--- src/rtl/tank_move_scheduler.sv ---
// Per-frame movement sequencer for two tanks sharing one wall checker, one pixel step per slot.
// Optional body-collision refusal between the tanks: define TANK_BODY_COLLIDE_EN.
module tank_move_scheduler #(
  parameter int STEPS_PER_FRAME = 2,
  parameter int CHK_LAT         = 1,
  parameter int X_MAX           = 607,
  parameter int Y_MAX           = 447,
  parameter int INIT_X1         = 64,
  parameter int INIT_Y1         = 64,
  parameter int INIT_X2         = 544,
  parameter int INIT_Y2         = 384
) (
  input  logic       Clk,
  input  logic       Reset_n,
  input  logic       frame_tick,
  input  logic [2:0] dir1,
  input  logic [2:0] dir2,
  output logic [9:0] chk_x,
  output logic [9:0] chk_y,
  output logic [2:0] chk_dir,
  output logic       chk_sel,
  input  logic       chk_can_move,
  output logic [9:0] x_tank1,
  output logic [9:0] y_tank1,
  output logic [9:0] x_tank2,
  output logic [9:0] y_tank2,
  output logic       busy,
  output logic       blocked1,
  output logic       blocked2,
  output logic       overrun,
  output logic [2:0] fsm_state
);

  // Checker handshake: chk_* are valid from PRESENT through COMMIT and held stable;
  // chk_can_move is sampled only in COMMIT, CHK_LAT cycles after PRESENT.
  typedef enum logic [2:0] {
    S_IDLE    = 3'd0,
    S_LATCH   = 3'd1,
    S_PRESENT = 3'd2,
    S_WAIT    = 3'd3,
    S_COMMIT  = 3'd4
  } state_t;

  localparam logic [4:0] LAST_SLOT = 5'(2 * STEPS_PER_FRAME - 1);
  localparam logic [2:0] LAT       = 3'(CHK_LAT);
  localparam logic [9:0] X_LIM     = 10'(X_MAX);
  localparam logic [9:0] Y_LIM     = 10'(Y_MAX);

  state_t     state, next_state;
  logic [4:0] slot;
  logic [2:0] wait_cnt;
  logic [2:0] dir1_q, dir2_q;

  logic       sel, pres_sel;
  logic [2:0] cur_dir, pres_dir;
  logic [9:0] cur_x, cur_y, nxt_x, nxt_y;
  logic       dir_valid, in_bounds, collide, step_ok;

  always_comb begin
    next_state = state;
    case (state)
      S_IDLE:    if (frame_tick) next_state = S_LATCH;
      S_LATCH:   next_state = S_PRESENT;
      S_PRESENT: next_state = (CHK_LAT == 0) ? S_COMMIT : S_WAIT;
      S_WAIT:    if (wait_cnt == LAT - 3'd1) next_state = S_COMMIT;
      S_COMMIT:  next_state = (slot == LAST_SLOT) ? S_IDLE : S_PRESENT;
      default:   next_state = S_IDLE;
    endcase
  end

  // Step evaluation for the tank owning the current slot.
  always_comb begin
    sel       = slot[0];
    cur_x     = sel ? x_tank2 : x_tank1;
    cur_y     = sel ? y_tank2 : y_tank1;
    cur_dir   = sel ? dir2_q : dir1_q;
    nxt_x     = cur_x;
    nxt_y     = cur_y;
    dir_valid = 1'b0;
    in_bounds = 1'b0;
    case (cur_dir)
      3'd1: begin dir_valid = 1'b1; in_bounds = (cur_y != 10'd0); nxt_y = cur_y - 10'd1; end
      3'd2: begin dir_valid = 1'b1; in_bounds = (cur_x < X_LIM);  nxt_x = cur_x + 10'd1; end
      3'd3: begin dir_valid = 1'b1; in_bounds = (cur_x != 10'd0); nxt_x = cur_x - 10'd1; end
      3'd4: begin dir_valid = 1'b1; in_bounds = (cur_y < Y_LIM);  nxt_y = cur_y + 10'd1; end
      default: ;
    endcase
  end

`ifdef TANK_BODY_COLLIDE_EN
  logic [9:0] oth_x, oth_y, dx, dy;
  always_comb begin
    oth_x   = sel ? x_tank1 : x_tank2;
    oth_y   = sel ? y_tank1 : y_tank2;
    dx      = (nxt_x >= oth_x) ? nxt_x - oth_x : oth_x - nxt_x;
    dy      = (nxt_y >= oth_y) ? nxt_y - oth_y : oth_y - nxt_y;
    collide = (dx < 10'd32) && (dy < 10'd32);
  end
`else
  assign collide = 1'b0;
`endif

  assign step_ok = dir_valid && chk_can_move && in_bounds && !collide;

  // Tank about to be presented: tank 1 straight after LATCH, otherwise the other tank.
  always_comb begin
    pres_sel = (state == S_LATCH) ? 1'b0 : ~slot[0];
    if (state == S_LATCH) pres_dir = dir1;
    else                  pres_dir = pres_sel ? dir2_q : dir1_q;
  end

  always_ff @(posedge Clk or negedge Reset_n) begin
    if (!Reset_n) begin
      state    <= S_IDLE;
      slot     <= '0;
      wait_cnt <= '0;
      dir1_q   <= '0;
      dir2_q   <= '0;
      x_tank1  <= 10'(INIT_X1);
      y_tank1  <= 10'(INIT_Y1);
      x_tank2  <= 10'(INIT_X2);
      y_tank2  <= 10'(INIT_Y2);
      blocked1 <= 1'b0;
      blocked2 <= 1'b0;
      overrun  <= 1'b0;
      chk_x    <= '0;
      chk_y    <= '0;
      chk_dir  <= '0;
      chk_sel  <= 1'b0;
    end else begin
      state   <= next_state;
      overrun <= frame_tick && (state != S_IDLE);
      case (state)
        S_LATCH: begin
          dir1_q   <= dir1;
          dir2_q   <= dir2;
          blocked1 <= 1'b0;
          blocked2 <= 1'b0;
          slot     <= '0;
        end
        S_PRESENT: wait_cnt <= '0;
        S_WAIT:    wait_cnt <= wait_cnt + 3'd1;
        S_COMMIT: begin
          slot <= slot + 5'd1;
          if (step_ok) begin
            if (sel) begin x_tank2 <= nxt_x; y_tank2 <= nxt_y; end
            else     begin x_tank1 <= nxt_x; y_tank1 <= nxt_y; end
          end else if (dir_valid) begin
            if (sel) blocked2 <= 1'b1;
            else     blocked1 <= 1'b1;
          end
        end
        default: ;
      endcase
      if (next_state == S_PRESENT) begin
        chk_sel <= pres_sel;
        chk_dir <= pres_dir;
        chk_x   <= pres_sel ? x_tank2 : x_tank1;
        chk_y   <= pres_sel ? y_tank2 : y_tank1;
      end
    end
  end

  assign busy      = (state != S_IDLE);
  assign fsm_state = state;

endmodule

--- config.mk ---
export PLATFORM = sky130hd
export DESIGN_NAME = tank_move_scheduler
export DESIGN_NICKNAME = d
export VERILOG_FILES = /design/src/rtl/tank_move_scheduler.sv
export SDC_FILE = /design/constraint.sdc
export NUM_CORES = 1
export LEC_CHECK = 0
export ABC_AREA = 1
export CAP_MARGIN = 30
export CORE_ASPECT_RATIO = 1.1
export CORE_MARGIN = 2
export CORE_UTILIZATION = 30
export CTS_BUF_LIST = sky130_fd_sc_hd__clkbuf_8
export CTS_CLUSTER_DIAMETER = 30
export CTS_CLUSTER_SIZE = 40
export DETAILED_ROUTE_END_ITERATION = 10
export DONT_BUFFER_PORTS = 1
export GPL_TIMING_DRIVEN = 0
export PLACE_DENSITY = 0.49
export SYNTH_ARGS = -nofsm -noshare
export SYNTH_HDL_FRONTEND = slang
export SYNTH_SLANG_ARGS = --single-unit
--- constraint.sdc ---
create_clock -name Clk -period 2.7 [get_ports Clk]
set_clock_uncertainty 0.1 [all_clocks]
set_input_delay 0 -clock Clk [delete_from_list [all_inputs] [get_ports Clk]]
set_output_delay 0 -clock Clk [all_outputs]
set_load 0.1 [all_outputs]
==> results.txt <==
----------------------------------------------------
[Status]
  Outcome ... completed

[Routing]
  Via count ... 5,196
  Average wire length per cell after detail routing ... 17.4 µm
  Vias per cell ... 4.97
  DRT antenna net count ... 0
  Aggregate routed wire length ... 18,100 µm
  Initial DRC count ... 470
  Total DRC errors in the routed layout ... 0
  Number of search-and-repair iterations in the first detailed-routing pass ... 6

[Timing]
  Period utilization ... 95.5%
  Min Hold Slack ... 0.0729 ns
  Highest clock frequency the design can meet ... 388 MHz
  Unrepaired setup endpoints after global routing ... true
  Final Hold Vio Count ... 0
  Final setup violating endpoints ... 0
  Minimum period implied by the final worst setup slack ... 2.58 ns
  Max-Slew Margin vs Limit ... 33.8%
  Worst slew pin tran ... 0.994 ns
  Final Slew Violations ... 0

[Setup path]
  Worst r2r dst ... y_tank1[0]
  Depth of the worst register-to-register path ... 13
  Cells traversed along the worst timing path ... nand2_2, nand2_4, inv_2, nand2_1, nor2_1, nand3_1, nand4_1, nand4_4, nand3_4, nor2_8, buf_4, nand2_1, nand2_1
  Launch point of the worst path ... x_tank2[5]
  Number of buffer and inverter stages on the critical path ... 2
  Endpoint type of the worst setup path ... flip-flop
  Number of gates on the worst path with buffers counted ... 13
  Launch point of the worst reg-to-reg path ... x_tank2[5]
  Critical path start-end classification ... flip-flop to flip-flop
  Sort of element at the start of the critical path ... flip-flop
  Slowest stage cell on the critical path ... dfstp_4
  Required time at the worst-slack endpoint ... 2.91 ns
  Longest individual stage delay on the worst path ... 0.82 ns
  Data arrival time of the critical path ... 2.79 ns
  Worst-path fanout max ... 10
  Cell mode on critical path ... nand2_1
  Worst reg-to-reg setup slack ... 0.12 ns
  Termination of the worst setup path ... y_tank1[0]
  Dominant delay contributor by cell family on the critical path ... simple AND/OR/NAND/NOR gates

[CTS]
  Source-to-sink clock delay at the later pin of the worst-skew pair ... 0.38 ns
  CTS buffer count ... 9
  Deepest level of the CTS H-tree ... 3
  Buffer levels on the longest clock path ... 2
  Register clock-pin slew on the reported worst setup and hold paths ... 0.10 ns
  Clock Sink Count ... 84
  Clock tree from TritonCTS ... built
  Cell at the root of the clock tree ... clkbuf_8

[Synthesis]
  Sequential element share of the synthesized area ... 39.7%
  Area of the mapped netlist ... 0.00531 mm²
  Unique cell type count in the Yosys netlist ... 41
  Post-synthesis sequential element count ... 84
  Proportion of synthesized flip-flops having asynchronous set or reset ... 100%
  Number of flops mapped to enable cells by yosys ... 0
  Cells after synthesis ... 754
  Prevailing post-synth register cell ... dfrtp_1
  Synth Net Count ... 770
  Per-instance average area after synthesis ... 7.05 µm²
  Synth warn ... 0

[Die]
  Core Rows ... 51
  Initial core utilization ... 30.3%
  Width of the die ... 131 µm
  Core footprint ... 0.0175 mm²
  Height of the chip ... 144 µm
  Die outline area ... 0.0188 mm²
  Total I/O pin count ... 81

[Finish]
  Area delta synth->final ... 24.3%
  Diode insertion count for antenna repair ... 0
  Commonest non-fill, non-tap cells in the layout ... 276 x nand2_1, 55 x inv_1, 52 x nand3_1, 44 x nor2_1, 43 x dfrtp_1
  Most common cell after layout, fill and taps aside ... nand2_1
  Final Instance Area ... 0.00660 mm²
  Number of nets in the final layout ... 818
  Layout cell share with drive strength beyond 1 ... 25.3%
  Number of inserted filler cells in the final layout ... 1,874

[Placed design]
  Number of port buffers ... 0
  Standard cell area after detailed placement ... 0.00567 mm²
  Post-DP HPWL ... 13,100 µm
  Gpl congestion ... 0.909

[GRT]
  Initial antenna violation count ... 0
  Largest net degree at the start of global routing ... 85
  Overflow left after global routing ... 0
  Via count of the first global-routing pass ... 4,824
  Global-route wire length before repair ... 27,600 µm
  Total routing resource utilization after global routing ... 19.4%

[Min path]
  Worst hold path type ... input port to async pin

[Flow run]
  Maxcap violations ... 0

----------------------------------------------------
timing repair:
item / in CTS / in global routing
cloned: 0 / 1
resized for setup: 49 / 89
buffers inserted: 5 / 20
endpoints found under the setup margin: 63 / 62
hold buffers: 10 / 0
pin swaps: 3 / 20
endpoints found under the hold margin: 97 / 0
how the worst min path moves through the flow:
stage                 start       end  slack [ns]  depth (start not counted)
global placement    Reset_n   slot[3]       -0.39                          0
finish              Reset_n   slot[3]        0.07                          2
floorplan           Reset_n  blocked1       -0.40                          0
CTS                 Reset_n   slot[3]        0.09                          2
detailed placement  Reset_n   slot[3]       -0.39                          0
global route        Reset_n  blocked1        0.13                          2
metal layers:
| layer | global-route usage [%] | vias up | routed length (µm) |
|---|---|---|---|
| li1 | - | 2529 | - |
| met2 | 31.5 | 125 | 8670 |
| met1 | 25.8 | 2515 | 8050 |
| met5 | 0 | - | 0 |
| met4 | 6.10 | 0 | 397 |
| met3 | 4.28 | 27 | 1010 |
registers in the layout, summed over array words and instances, names as in the netlist:
signal / cells
dir2_q: 3
blocked2: 1
chk_x: 10
blocked1: 1
chk_sel: 1
wait_cnt: 3
y_tank2: 10
overrun: 1
x_tank2: 10
y_tank1: 10
chk_dir: 3
dir1_q: 3
slot: 5
fsm_state: 3
chk_y: 10
x_tank1: 10
cells in the mapped netlist, types with 2 or more instances:
library cell  instances  area [µm²]
buf_8                 2        30.0
o21ai_1              23         115
o21ai_0              39         195
nor2_2                4        25.0
nor2_8                2        40.0
nor2_1               59         221
xor2_1                4        35.0
inv_2                15        56.3
inv_1                58         218
buf_4                 5        37.5
nand2_1             293        1100
nand3_2               2        20.0
inv_4                 2        12.5
ha_1                  6        75.1
o21ai_2               8        70.1
buf_2                 3        15.0
o31ai_1               3        22.5
nand3_1              55         275
o22ai_1               2        12.5
nand3_4               2        35.0
buf_6                11         124
clkbuf_1              6        22.5
nand2_2              11        68.8
nand4_1               4        25.0
a31oi_1              22         138
a21oi_1              13        65.1
dfrtp_1              78        1950
dfstp_2               6         158
o41ai_1               2        17.5
a41oi_1               2        17.5
nand2_4               2        22.5
metrics by stage:
stage | setup WS, ns | setup TNS [ns] | instances | utilization (%)
floorplan | 0.0825 | 0 | 754 | -
global placement | -0.364 | -15.91 | 992 | 32.0
detailed placement | -0.362 | -15.58 | 994 | 32.3
CTS | 0.00000200 | 0 | 1025 | 34.9
global route | -0.0384 | -0.134 | 1045 | 37.6
finish | 0.120 | 0 | 1045 | 37.6
cell families after synthesis:
logic type	after synthesis	share of synthesized area (%)
and+or+nand+nor	438	35.2
AOI/OAI and AO/OA	117	12.9
buffers and inverters	104	9.94
DFF	84	39.7
adders and majority gates	6	1.41
xor gates and xnor gates	5	0.824
area by class of cell:
class                      instances  area, µm²  share of cell area [%]
inverter                          77        320                    4.85
multi-input combinational        566       2930                    44.4
clock buffer                       9        124                    1.88
timing repair buffer              38        385                    5.84
tap                              238        298                    4.51
sequential                        84       2210                    33.4
clock inverter                     7       75.1                    1.14
buffer                            26        264                    4.00
Power is not shown: default switching activity piles up to over one toggle a cycle in this logic, so the estimate is an artifact.
